===== src/rtl/gray_codec_pipe.sv =====
// Elastic binary/Gray converter: conversion happens at acceptance, then the beat
// travels through STAGES collapsible register slots. Decode beats feed an adjacency checker.
module gray_codec_pipe #(
  parameter int WIDTH  = 8,
  parameter int STAGES = 2,
  parameter int CNT_W  = 16
) (
  input  logic             clk,
  input  logic             rst_n,
  input  logic             in_valid,
  output logic             in_ready,
  input  logic [WIDTH-1:0] in_data,
  input  logic             in_mode,
  output logic             out_valid,
  input  logic             out_ready,
  output logic [WIDTH-1:0] out_data,
  output logic             out_mode,
  output logic             out_adj_err,
  input  logic             chk_clr,
  output logic [CNT_W-1:0] err_cnt
);

  function automatic logic [WIDTH-1:0] gray_enc(input logic [WIDTH-1:0] d);
    return d ^ (d >> 1);
  endfunction

  function automatic logic [WIDTH-1:0] gray_dec(input logic [WIDTH-1:0] g);
    logic [WIDTH-1:0] b;
    b[WIDTH-1] = g[WIDTH-1];
    for (int i = WIDTH - 2; i >= 0; i--) b[i] = b[i+1] ^ g[i];
    return b;
  endfunction

  function automatic logic [CNT_W-1:0] sat_inc(input logic [CNT_W-1:0] c);
    return (&c) ? c : c + 1'b1;
  endfunction

  logic [STAGES-1:0] vld_p;
  logic [STAGES-1:0] adv;
  logic [WIDTH-1:0]  data_p [STAGES];
  logic              mode_p [STAGES];
  logic              adj_p  [STAGES];

  logic [WIDTH-1:0]  prev;
  logic              prev_vld;
  logic              accept;
  logic              adj_in;
  logic [WIDTH-1:0]  conv_in;

  // A slot moves when any slot above it is empty or the output is draining.
  always_comb begin
    logic hole;
    hole = out_ready;
    adv  = '0;
    for (int k = STAGES - 1; k >= 0; k--) begin
      adv[k] = vld_p[k] & hole;
      hole   = hole | ~vld_p[k];
    end
  end

  assign in_ready = ~vld_p[0] | adv[0];
  assign accept   = in_valid & in_ready;
  assign conv_in  = in_mode ? gray_dec(in_data) : gray_enc(in_data);
  // A same-edge clear wins over flagging the incoming beat.
  assign adj_in   = in_mode & prev_vld & ~chk_clr & ($countones(in_data ^ prev) != 1);

  // Input -> slot 0 -> ... -> slot STAGES-1 (output)
  always_ff @(posedge clk or negedge rst_n) begin
    if (!rst_n) begin
      vld_p <= '0;
      for (int k = 0; k < STAGES; k++) begin
        data_p[k] <= '0;
        mode_p[k] <= 1'b0;
        adj_p[k]  <= 1'b0;
      end
    end else begin
      if (accept) begin
        vld_p[0]  <= 1'b1;
        data_p[0] <= conv_in;
        mode_p[0] <= in_mode;
        adj_p[0]  <= adj_in;
      end else if (adv[0]) begin
        vld_p[0] <= 1'b0;
      end
      for (int k = 1; k < STAGES; k++) begin
        if (adv[k-1]) begin
          vld_p[k]  <= 1'b1;
          data_p[k] <= data_p[k-1];
          mode_p[k] <= mode_p[k-1];
          adj_p[k]  <= adj_p[k-1];
        end else if (adv[k]) begin
          vld_p[k] <= 1'b0;
        end
      end
    end
  end

  always_ff @(posedge clk or negedge rst_n) begin
    if (!rst_n) begin
      prev     <= '0;
      prev_vld <= 1'b0;
      err_cnt  <= '0;
    end else begin
      if (accept && in_mode) begin
        prev     <= in_data;
        prev_vld <= 1'b1;
      end else if (chk_clr) begin
        prev_vld <= 1'b0;
      end
      if (chk_clr)              err_cnt <= '0;
      else if (accept && adj_in) err_cnt <= sat_inc(err_cnt);
    end
  end

  assign out_valid   = vld_p[STAGES-1];
  assign out_data    = data_p[STAGES-1];
  assign out_mode    = mode_p[STAGES-1];
  assign out_adj_err = adj_p[STAGES-1];

endmodule


===== config.mk =====
export PLATFORM = sky130hd
export DESIGN_NAME = gray_codec_pipe
export DESIGN_NICKNAME = d
export VERILOG_FILES = /design/src/rtl/gray_codec_pipe.sv
export SDC_FILE = /design/constraint.sdc
export NUM_CORES = 1
export LEC_CHECK = 0
export BUFFER_PORTS_ARGS = -buffer_cell sky130_fd_sc_hd__buf_2
export CAP_MARGIN = 5
export CORE_MARGIN = 5
export CORE_UTILIZATION = 55
export CTS_BUF_LIST = sky130_fd_sc_hd__clkbuf_8 sky130_fd_sc_hd__clkbuf_16
export CTS_CLUSTER_SIZE = 30
export DETAILED_ROUTE_END_ITERATION = 8
export PLACE_DENSITY = 0.8
export SYNTH_ARGS = -nofsm -noshare
export SYNTH_HDL_FRONTEND = slang
export SYNTH_SLANG_ARGS = --single-unit

===== constraint.sdc =====
create_clock -name clk -period 7.47 [get_ports clk]
set_input_delay 0.747 -clock clk [delete_from_list [all_inputs] [get_ports clk]]
set_output_delay 0.747 -clock clk [all_outputs]
set_load 0.05 [all_outputs]

==> flow_summary_export.csv, run 1 <==
group,metric,value,unit
clock_network,root_buffer,"clkbuf_8",
sta,hold_violations,0,
detailed_routing,routed_via_density,5.56,
setup_path,worstPathMaxFanout,9,
placed_design,gp_congestion,0.779,
placed_design,placedInstanceArea,2740,um2
logic_synthesis,yosys_warnings,0,
layout,fin_nets,285,
setup_path,crit_arrival,4.64,ns
clock_network,cts_made_buffers,5,
sta,maxSlewViolCount,0,
clock_network,hold_buffers,0,
clock_network,worst_skew_pair.late_latency,0.30,ns
placed_design,portBuffers,41,
setup_path,crit_buf_inv,4,
sta,post-route-period-util,59.6,%
logic_synthesis,synthDistinctLibCells,46,
global_route,grt_overflow_total,0,
sta,setup_viol,0,
power_and_ir_drop,vdd_ir_drop_max,0.000176,V
run_status,outcome,"finished, final reports clean",
setup_path,cp_top_family,"adder cells",
power_and_ir_drop,p_per_area,296,nW/um2
layout,drive_gt1_share,28.8,%
logic_synthesis,synth_nets,254,
logic_synthesis,synth_edf_count,0,
setup_path,cpMostUsedCell,"fa_1",
die,start_util,57.8,%
setup_path,endpoint_kind,"register",
layout,final_cell_area,2870,um2
global_route,grt_start_max_net_pins,48,
clock_network,clock-sinks,47,
sta,timing.slew.headroom,30.9,%
sta,worst_pin_slew,1.04,ns
setup_path,reg2reg_slack,3.21,ns
setup_path,crit_path_top_delay_cell,"fa_1",
layout,area_delta_synth_final,11.8,%
clock_network,post_cts_buffers,0,
clock_network,cts_repair_resize_count,0,
setup_path,critPathRequiredTime,7.66,ns
detailed_routing,drt-pass1-iter-count,4,
global_route,track_usage,17.4,%
sta,clock_skew,0.00652,ns
setup_path,rr_worst_depth,14,
die,core,4440,um2
setup_path,crit_type,"in -> reg",
layout,diodes,0,
power_and_ir_drop,power,0.850,mW
logic_synthesis,yosysSeqAreaShare,45.8,%
global_route,grt_pass1_vias,1802,
global_route,grt_pass1_wl,8600,um
detailed_routing,wirelength,4830,um
clock_network,clk_pin_slew_worst_paths,0.08,ns
sta,final.setup.tns,0,ns
setup_path,cpPeakStageDelay,0.55,ns
placed_design,hpwlAfterDp,3460,um
power_and_ir_drop,total_leakage_power,1.36,nW
logic_synthesis,ys.flop_type,"dfrtp_1",
die,die_y,78.3,um
layout,final_cell_mix,"dfrtp_1 (47), buf_2 (41), nand2_1 (22)",
worst_hold_path,min_path_cells,1,
clock_network,clock_path_buffers,2,
detailed_routing,route.antenna.remaining_nets,0,
job,max-cap-violations,0,
logic_synthesis,async_flop_share,100,%
layout,layout_commonest_cell,"dfrtp_1",
die,dieArea,6130,um2
setup_path,reg2reg_to,"err_cnt[5]$_DFFE_PN0P_",
logic_synthesis,avgSynthCellArea,11.1,um2
logic_synthesis,synth.cell_area,2570,um2
logic_synthesis,synthCells,232,
setup_path,worstPathCellList,"buf_2 -> xor2_1 -> fa_1 -> inv_1 -> fa_1 -> fa_1 -> inv_1 -> ha_1 -> inv_1 -> fa_1 -> a211o_1 -> a21oi_2 -> a211oi_2 -> nand4_1 -> mux2_1",
sta,fin_crit,4.45,ns
setup_path,r2r-start,"prev[0]$_DFFE_PN0P_",
setup_path,startpoint_type,"primary input",
global_route,grt_antenna_before_repair,0,
worst_hold_path,hold_path_class,"reg -> reg",
clock_network,htreeDepth,2,
die,io_pins,42,
die,rows,24,
sta,max_freq,224,MHz
detailed_routing,wl_per_cell,15.3,um
sta,rsz0062_at_grt,"no",
detailed_routing,via_count,1758,
logic_synthesis,synth-seq-cells,47,
die,die_width,78.3,um
detailed_routing,drc,0,
clock_network,cts_tree,"done",
detailed_routing,drtIter0Drc,56,
worst_hold_path,holdPathEnd,"prev_vld$_DFFE_PN0P_",
worst_hold_path,min_from,"prev_vld$_DFFE_PN0P_",
cell usage after synthesis, drive strengths merged, types with 6 or more instances:
| master | count | area share, % |
|---|---|---|
| xor2 | 7 | 2.4 |
| a21oi | 7 | 1.5 |
| xnor2 | 17 | 5.8 |
| buf | 12 | 3.1 |
| dfrtp | 47 | 46 |
| inv | 11 | 1.6 |
| nor2 | 13 | 1.9 |
| nand2 | 22 | 3.2 |
| o21ai | 7 | 1.4 |
| nand4 | 6 | 1.5 |
| mux2 | 22 | 9.8 |
per-layer routing:
layer	vias up	wire, um	track usage [%]
met5	-	0	0
met4	0	93	6.12
met3	7	245	4.58
met2	43	2190	27.1
met1	852	2300	23.7
li1	856	-	-
sequential cells by signal, indices dropped and copies added, names as in the netlist:
signal and count:
adj_p 1, data_p 8, err_cnt 16, mode_p 1, out_adj_err 1, out_data 8
out_mode 1, prev 8, prev_vld 1, vld_p 2
final cells by class:
cell class,count,area (um2)
inverters,11,41.3
flip-flops and latches,47,1180
clock buffers,5,68.8
clock inverters,3,63.8
fillers,368,1570
multi-input cells,157,1250
repair buffers,41,205
well taps,52,65.1
worst max-delay path by stage:
| stage | cells after the start | end | start |
|---|---|---|---|
| 6_report | 15 | err_cnt[5]$_DFFE_PN0P_ | in_data[0] |
| 5_1_grt | 15 | err_cnt[5]$_DFFE_PN0P_ | in_data[0] |
| 4_1_cts | 15 | err_cnt[5]$_DFFE_PN0P_ | in_data[0] |
| 3_5_place_dp | 15 | err_cnt[5]$_DFFE_PN0P_ | in_data[0] |
| 3_3_place_gp | 15 | err_cnt[5]$_DFFE_PN0P_ | in_data[0] |
| 2_1_floorplan | 14 | err_cnt[5]$_DFFE_PN0P_ | in_data[0] |
report_power, final:
part / internal, mW / switching [mW] / total [mW]
clock: 0.132 / 0.0843 / 0.217
sequential: 0.292 / 0.0209 / 0.313
combinational: 0.112 / 0.208 / 0.320
total: 0.537 / 0.313 / 0.850
metrics by stage:
| stage | utilization [%] | hold slack (ns) | cells | worst slack, ns |
|---|---|---|---|---|
| 2_1_floorplan | - | 0.445 | 232 | 3.05 |
| 3_3_place_gp | 61.6 | 0.458 | 308 | 2.80 |
| 3_5_place_dp | 61.6 | 0.464 | 308 | 2.66 |
| 4_1_cts | 64.6 | 0.484 | 316 | 3.01 |
| 5_1_grt | 64.6 | 0.508 | 316 | 2.82 |
| 6_report | 64.6 | 0.482 | 316 | 3.02 |
cell families (layout without fill, tap and decap cells):
| group | after synthesis | in the layout | share of synthesized area (%) |
|---|---|---|---|
| AO/OA/AOI/OAI | 31 | 31 | 9.36 |
| XOR/XNOR | 25 | 25 | 9.11 |
| adder cells (fa/ha/maj) | 8 | 8 | 5.07 |
| buffers and inverters | 28 | 60 | 5.46 |
| flip-flops | 47 | 47 | 45.8 |
| multiplexers | 25 | 25 | 11.0 |
| AND/OR/NAND/NOR | 68 | 68 | 14.2 |
Note: power is estimated with default switching activity, not from simulation.
==> inputs of run 2 (changes only) <==
Settings changed: CORE_UTILIZATION 55 to 51, PLACE_DENSITY 0.8 to 0.78.
Clock period 7.47 ns to 3.8 ns, I/O delays scaled along.
==> run 2 against run 1 <==
Net effect:
- global-route usage is 0.21 points lower
- highest routed layer unchanged
- via count up 1.5%
- sequential share of layout area is 2.3 points lower
- setup slack got worse by 3.1 ns
- the run now ends with negative setup slack left
- critical endpoint is now err_cnt[4]$_DFFE_PN0P_
- largest cell class unchanged
- first-iteration DRC count is 21% higher
- final area increased by 5.9%
==> flow_summary_export.csv, run 2 (same netlist as run 1, synthesis figures left out) <==
group,metric,value,unit
setup_path,endpoint_kind,"register",
setup_path,crit_arrival,4.12,ns
detailed_routing,drt-pass1-iter-count,4,
sta,post-route-period-util,103,%
layout,nFillCells,403,
sta,worst_pin_slew,1.02,ns
job,max-cap-violations,0,
sta,hold_violations,0,
sta,rsz0062_at_grt,"yes",
power_and_ir_drop,p_sw,0.671,mW
placed_design,placedInstanceArea,2810,um2
clock_network,clk_pin_slew_worst_paths,0.09,ns
setup_path,cpPeakStageDelay,0.54,ns
power_and_ir_drop,clkPwrFrac,23.8,%
sta,final.setup.tns,-0.679,ns
setup_path,cpMostUsedCell,"fa_1",
sta,setup_viol,12,
placed_design,hpwlAfterDp,3530,um
clock_network,clock_path_buffers,2,
run_status,outcome,"complete, but fails checks",
die,die_width,81.0,um
setup_path,worstPathMaxFanout,4,
global_route,grt_overflow_total,0,
detailed_routing,wl_met2,2240,um
die,io_pins,42,
die,rows,25,
die,core,4820,um2
detailed_routing,wirelength,4950,um
clock_network,root_buffer,"clkbuf_8",
detailed_routing,via_count,1785,
sta,clock_skew,0.0103,ns
power_and_ir_drop,vdd_ir_drop_max,0.000271,V
placed_design,placed_cells,327,
detailed_routing,drtIter0Drc,68,
placed_design,portBuffers,41,
clock_network,clock-sinks,47,
layout,area_delta_synth_final,18.4,%
power_and_ir_drop,sequentialPowerShare,34.4,%
clock_network,hold_buffers,0,
die,die_y,81.0,um
setup_path,startpoint_type,"register",
layout,final_cell_area,3040,um2
detailed_routing,routed_via_density,5.23,
sta,fin_ws,-0.132,ns
layout,final_cell_mix,"dfrtp_1 (47), buf_2 (41), nand2_1 (22)",
die,dieArea,6550,um2
clock_network,htreeDepth,2,
detailed_routing,drc,0,
die,start_util,53.3,%
power_and_ir_drop,power,1.79,mW
detailed_routing,maxUsedRoutingLayer,"met4",
power_and_ir_drop,total_leakage_power,1.41,nW
layout,layout_commonest_cell,"dfrtp_1",
global_route,grt_start_max_net_pins,48,
detailed_routing,dr_wl_met3,294,um
detailed_routing,route.antenna.remaining_nets,0,
clock_network,worst_skew_pair.late_latency,0.30,ns
layout,top_register,"err_cnt",
global_route,grt_pass1_vias,1839,
detailed_routing,wl_met1,2320,um
global_route,grt_pass1_wl,8720,um
power_and_ir_drop,switching_share,37.5,%
setup_path,worstPathCellList,"xor2_1 -> fa_1 -> inv_1 -> fa_1 -> fa_1 -> inv_1 -> ha_2 -> inv_2 -> fa_2 -> o211ai_1 -> a21oi_4 -> a211oi_2 -> and3_4 -> mux2_4",
sta,fin_crit,3.93,ns
global_route,track_usage,17.2,%
layout,diodes,0,
worst_hold_path,hold_path_class,"in -> async",
power_and_ir_drop,p_int,1.12,mW
sta,max_freq,254,MHz
layout,fin_util,63.1,%
layout,drive_gt1_share,35.4,%
run_status,violations,"negative setup slack",
power_and_ir_drop,combPwrFrac,41.8,%
setup_path,crit_type,"reg -> reg",
placed_design,gp_congestion,0.854,
layout,fin_nets,295,
layout,largest_reg_flops,16,
power_and_ir_drop,p_per_area,589,nW/um2
detailed_routing,wl_per_cell,14.5,um
setup_path,crit_path_top_delay_cell,"fa_1",
sta,timing.slew.headroom,31.8,%
sta,maxSlewViolCount,0,
clock_network,cts_made_buffers,5,
setup_path,critPathRequiredTime,3.99,ns
global_route,grt_antenna_before_repair,0,
clock_network,cts_tree,"done",
layout,instances_no_fill,341,
## run 2: timing repair
action                                  in CTS  in global routing
setup buffers                                4                  3
endpoints found under the setup margin      13                 15
pin swaps                                    4                  5
resized for setup                            6                  6
## run 2: power groups by stage
stage / registers (mW) / clock network [mW] / logic [mW]
after detailed placement: 0.628 / 0 / 0.711
after global placement: 0.623 / 0 / 0.669
after CTS: 0.617 / 0.434 / 0.744
after floorplan: 0.644 / 0 / 0.552
final: 0.616 / 0.426 / 0.748
after global routing: 0.628 / 0.455 / 0.820
## run 2: routing by layer
metal  track usage (%)  vias up
met1              23.7      851
met4              5.91        0
met2              27.0       50
met3              3.77        8
li1                  -      876
met5                 0        -
## run 2: worst max-delay path: cells and delay by family, from the launching register on
family                   cells  cell delay, ns
buffers and inverters        3            0.16
flip-flops                   1            0.39
AO/OA/AOI/OAI                3            0.46
XOR/XNOR                     1            0.16
AND/OR/NAND/NOR              1            0.22
multiplexers                 1            0.29
adder cells (fa/ha/maj)      5            2.15
## run 2: area by class of cell
| type | count | area (um2) | share of cell area (%) |
|---|---|---|---|
| clock buffers | 5 | 68.8 | 2.26 |
| clock inverters | 3 | 63.8 | 2.10 |
| inverters | 11 | 41.3 | 1.36 |
| multi-input cells | 157 | 1320 | 43.4 |
| flip-flops and latches | 47 | 1180 | 38.7 |
| well taps | 67 | 83.8 | 2.76 |
| repair buffers | 51 | 288 | 9.47 |
## run 2: final timing paths
path	startpoint	endpoint	slack, ns	cells past startpoint
max	prev[3]$_DFFE_PN0P_	err_cnt[4]$_DFFE_PN0P_	-0.13	14
min in group clk	in_valid	vld_p[0]$_DFFE_PN0P_	0.34	2
min	rst_n	prev[2]$_DFFE_PN0P_	0.26	1
max in group asynchronous	rst_n	data_p[15]$_DFFE_PN0P_	2.92	1
max reg2reg	prev[3]$_DFFE_PN0P_	err_cnt[4]$_DFFE_PN0P_	-0.13	14
min reg2reg	data_p[13]$_DFFE_PN0P_	data_p[13]$_DFFE_PN0P_	0.48	2
## run 2: per-stage QoR
stage / worst slack (ns) / hold WS (ns)
2_1_floorplan: -0.0850 / 0.0844
3_3_place_gp: -0.215 / 0.455
3_5_place_dp: -0.315 / 0.470
4_1_cts: -0.138 / 0.299
5_1_grt: -0.255 / 0.357
6_report: -0.132 / 0.260
==> inputs of run 3 (changes only) <==
Settings changed: PLACE_DENSITY 0.78 to 0.76.
==> run 3 against run 2 <==
Net effect:
- the flow still finishes with violations (negative setup slack)
- die area stayed put
- via count is 3.9% higher
- critical path type unchanged
- routed wire length rose by 5.3%
==> flow_summary_export.csv, run 3 (same netlist as run 1, synthesis figures left out) <==
group,metric,value,unit
die,core,4820,um2
global_route,track_usage,17.8,%
sta,hold_violations,0,
setup_path,r2r-start,"prev[3]$_DFFE_PN0P_",
sta,setup_viol,14,
placed_design,hpwlAfterDp,3710,um
placed_design,gp_congestion,0.832,
job,max-cap-violations,0,
power_and_ir_drop,sequentialPowerShare,36.6,%
worst_hold_path,hold_path_class,"in -> async",
sta,fin_crit,3.97,ns
power_and_ir_drop,p_sw,0.682,mW
sta,worst_pin_slew,1.03,ns
setup_path,endpoint_kind,"register",
layout,final_cell_mix,"dfrtp_1 (47), buf_2 (41), nand2_1 (21)",
setup_path,startpoint_type,"register",
sta,post-route-period-util,104,%
clock_network,htreeDepth,2,
sta,timing.slew.headroom,31.4,%
sta,maxSlewViolCount,0,
setup_path,startpoint,"prev[3]$_DFFE_PN0P_",
global_route,grt_pass1_wl,8990,um
layout,area_delta_synth_final,17.0,%
die,dieArea,6550,um2
detailed_routing,via_count,1855,
placed_design,post-place-ws,-0.311,ns
setup_path,worstPathMaxFanout,4,
power_and_ir_drop,power,1.68,mW
die,die_y,81.0,um
clock_network,cts_made_buffers,5,
layout,top_register,"err_cnt",
die,rows,25,
clock_network,clock_path_buffers,2,
clock_network,root_buffer,"clkbuf_8",
detailed_routing,routed_via_density,5.49,
layout,layout_commonest_cell,"dfrtp_1",
layout,nFillCells,402,
power_and_ir_drop,clkPwrFrac,19.2,%
die,die_width,81.0,um
clock_network,worst_skew_pair.late_latency,0.31,ns
global_route,grt_antenna_before_repair,0,
detailed_routing,wl_per_cell,15.4,um
layout,diodes,0,
layout,seq_area,1180,um2
setup_path,crit_arrival,4.17,ns
clock_network,clk_pin_slew_worst_paths,0.10,ns
clock_network,clock-sinks,47,
detailed_routing,drt-pass1-iter-count,4,
global_route,grt_start_max_net_pins,48,
power_and_ir_drop,total_leakage_power,1.38,nW
detailed_routing,drc,0,
run_status,violations,"negative setup slack",
global_route,grt_overflow_total,0,
layout,drive_gt1_share,36.5,%
detailed_routing,wirelength,5210,um
placed_design,portBuffers,41,
power_and_ir_drop,switching_share,40.5,%
layout,multi_input_area,1330,um2
setup_path,crit_type,"reg -> reg",
power_and_ir_drop,p_int,1.00,mW
run_status,outcome,"complete, but fails checks",
detailed_routing,route.antenna.remaining_nets,0,
layout,fin_nets,292,
sta,max_freq,252,MHz
die,start_util,53.3,%
clock_network,cts_tree,"done",
die,io_pins,42,
power_and_ir_drop,combPwrFrac,44.2,%
layout,largest_reg_flops,16,
detailed_routing,drtIter0Drc,114,
sta,rsz0062_at_grt,"yes",
power_and_ir_drop,p_per_area,560,nW/um2
sta,clock_skew,0.0144,ns
setup_path,critPathRequiredTime,4.01,ns
global_route,grt_pass1_vias,1901,
sta,fin_ws,-0.165,ns
power_and_ir_drop,vdd_ir_drop_max,0.000271,V
-- run 3: cell count changes in the layout (fill, tap and decap cells not counted), moves of 2 or more --
| cell | previous run | this run |
|---|---|---|
| inv_1 | 11 | 9 |
| buf_6 | 2 | 4 |
| bufinv_16 | 2 | 0 |
| buf_4 | 8 | 3 |
-- run 3: what timing repair did --
item                                    CTS  global route
setup buffers                             1             1
endpoints found under the setup margin   13            16
cloned                                    1             0
hold buffers                              0             0
gates resized for setup                  10             9
pin swaps                                 8             5
-- run 3: worst max-delay path, stage by stage (launching register included) --
cell and delay [ns]:
dfrtp_1 0.42, xor2_2 0.16, fa_1 0.55, inv_2 0.04, fa_1 0.49, fa_1 0.41
inv_1 0.07, ha_2 0.20, inv_2 0.05, fa_2 0.51, o211ai_1 0.12, a21oi_4 0.26
a211oi_2 0.07, and3_1 0.22, mux2_4 0.29
-- run 3: cell type report --
cell class | count | area share (%)
Clock inverter | 2 | 0.541
Clock buffer | 6 | 2.75
Timing Repair Buffer | 48 | 9.08
Inverter | 11 | 1.37
Sequential cell | 47 | 39.2
Multi-Input combinational cell | 157 | 44.3
Tap cell | 67 | 2.79
-- run 3: metal layers --
metal	global-route usage, %	up-vias	wire (um)
met5	0	-	0
met4	7.94	0	93
met3	4.21	7	298
met2	28.8	57	2590
met1	22.6	922	2230
li1	-	869	-
-- run 3: power groups by stage --
| stage | Combinational, mW | Clock [mW] | Sequential (mW) |
|---|---|---|---|
| 2_1_floorplan | 0.552 | 0 | 0.644 |
| 3_3_place_gp | 0.671 | 0 | 0.624 |
| 3_5_place_dp | 0.705 | 0 | 0.627 |
| 4_1_cts | 0.727 | 0.336 | 0.616 |
| 5_1_grt | 0.812 | 0.354 | 0.626 |
| 6_report | 0.743 | 0.323 | 0.616 |
-- run 3: through the flow --
stage               hold WS (ns)  setup TNS, ns  util (%)  instances  instance area (um2)
global route               0.350          -3.73      62.4        338                 3000
CTS                        0.289         -0.904      61.5        337                 2960
global placement           0.457          -1.63      58.3        327                 2810
detailed placement         0.478          -2.85      58.3        327                 2810
floorplan                 0.0844        -0.0932         -        232                 2590
finish                     0.242          -1.18      62.4        338                 3000
-- run 3: worst paths after layout --
kind	endpoint	slack [ns]	depth (start not counted)
setup / recovery	err_cnt[4]$_DFFE_PN0P_	-0.17	14
hold / removal	prev[5]$_DFFE_PN0P_	0.24	1
setup reg to reg	err_cnt[4]$_DFFE_PN0P_	-0.17	14
hold reg to reg	vld_p[1]$_DFFE_PN0P_	0.49	1
max in group asynchronous	err_cnt[3]$_DFFE_PN0P_	2.91	1
min in group clk	vld_p[0]$_DFFE_PN0P_	0.35	2
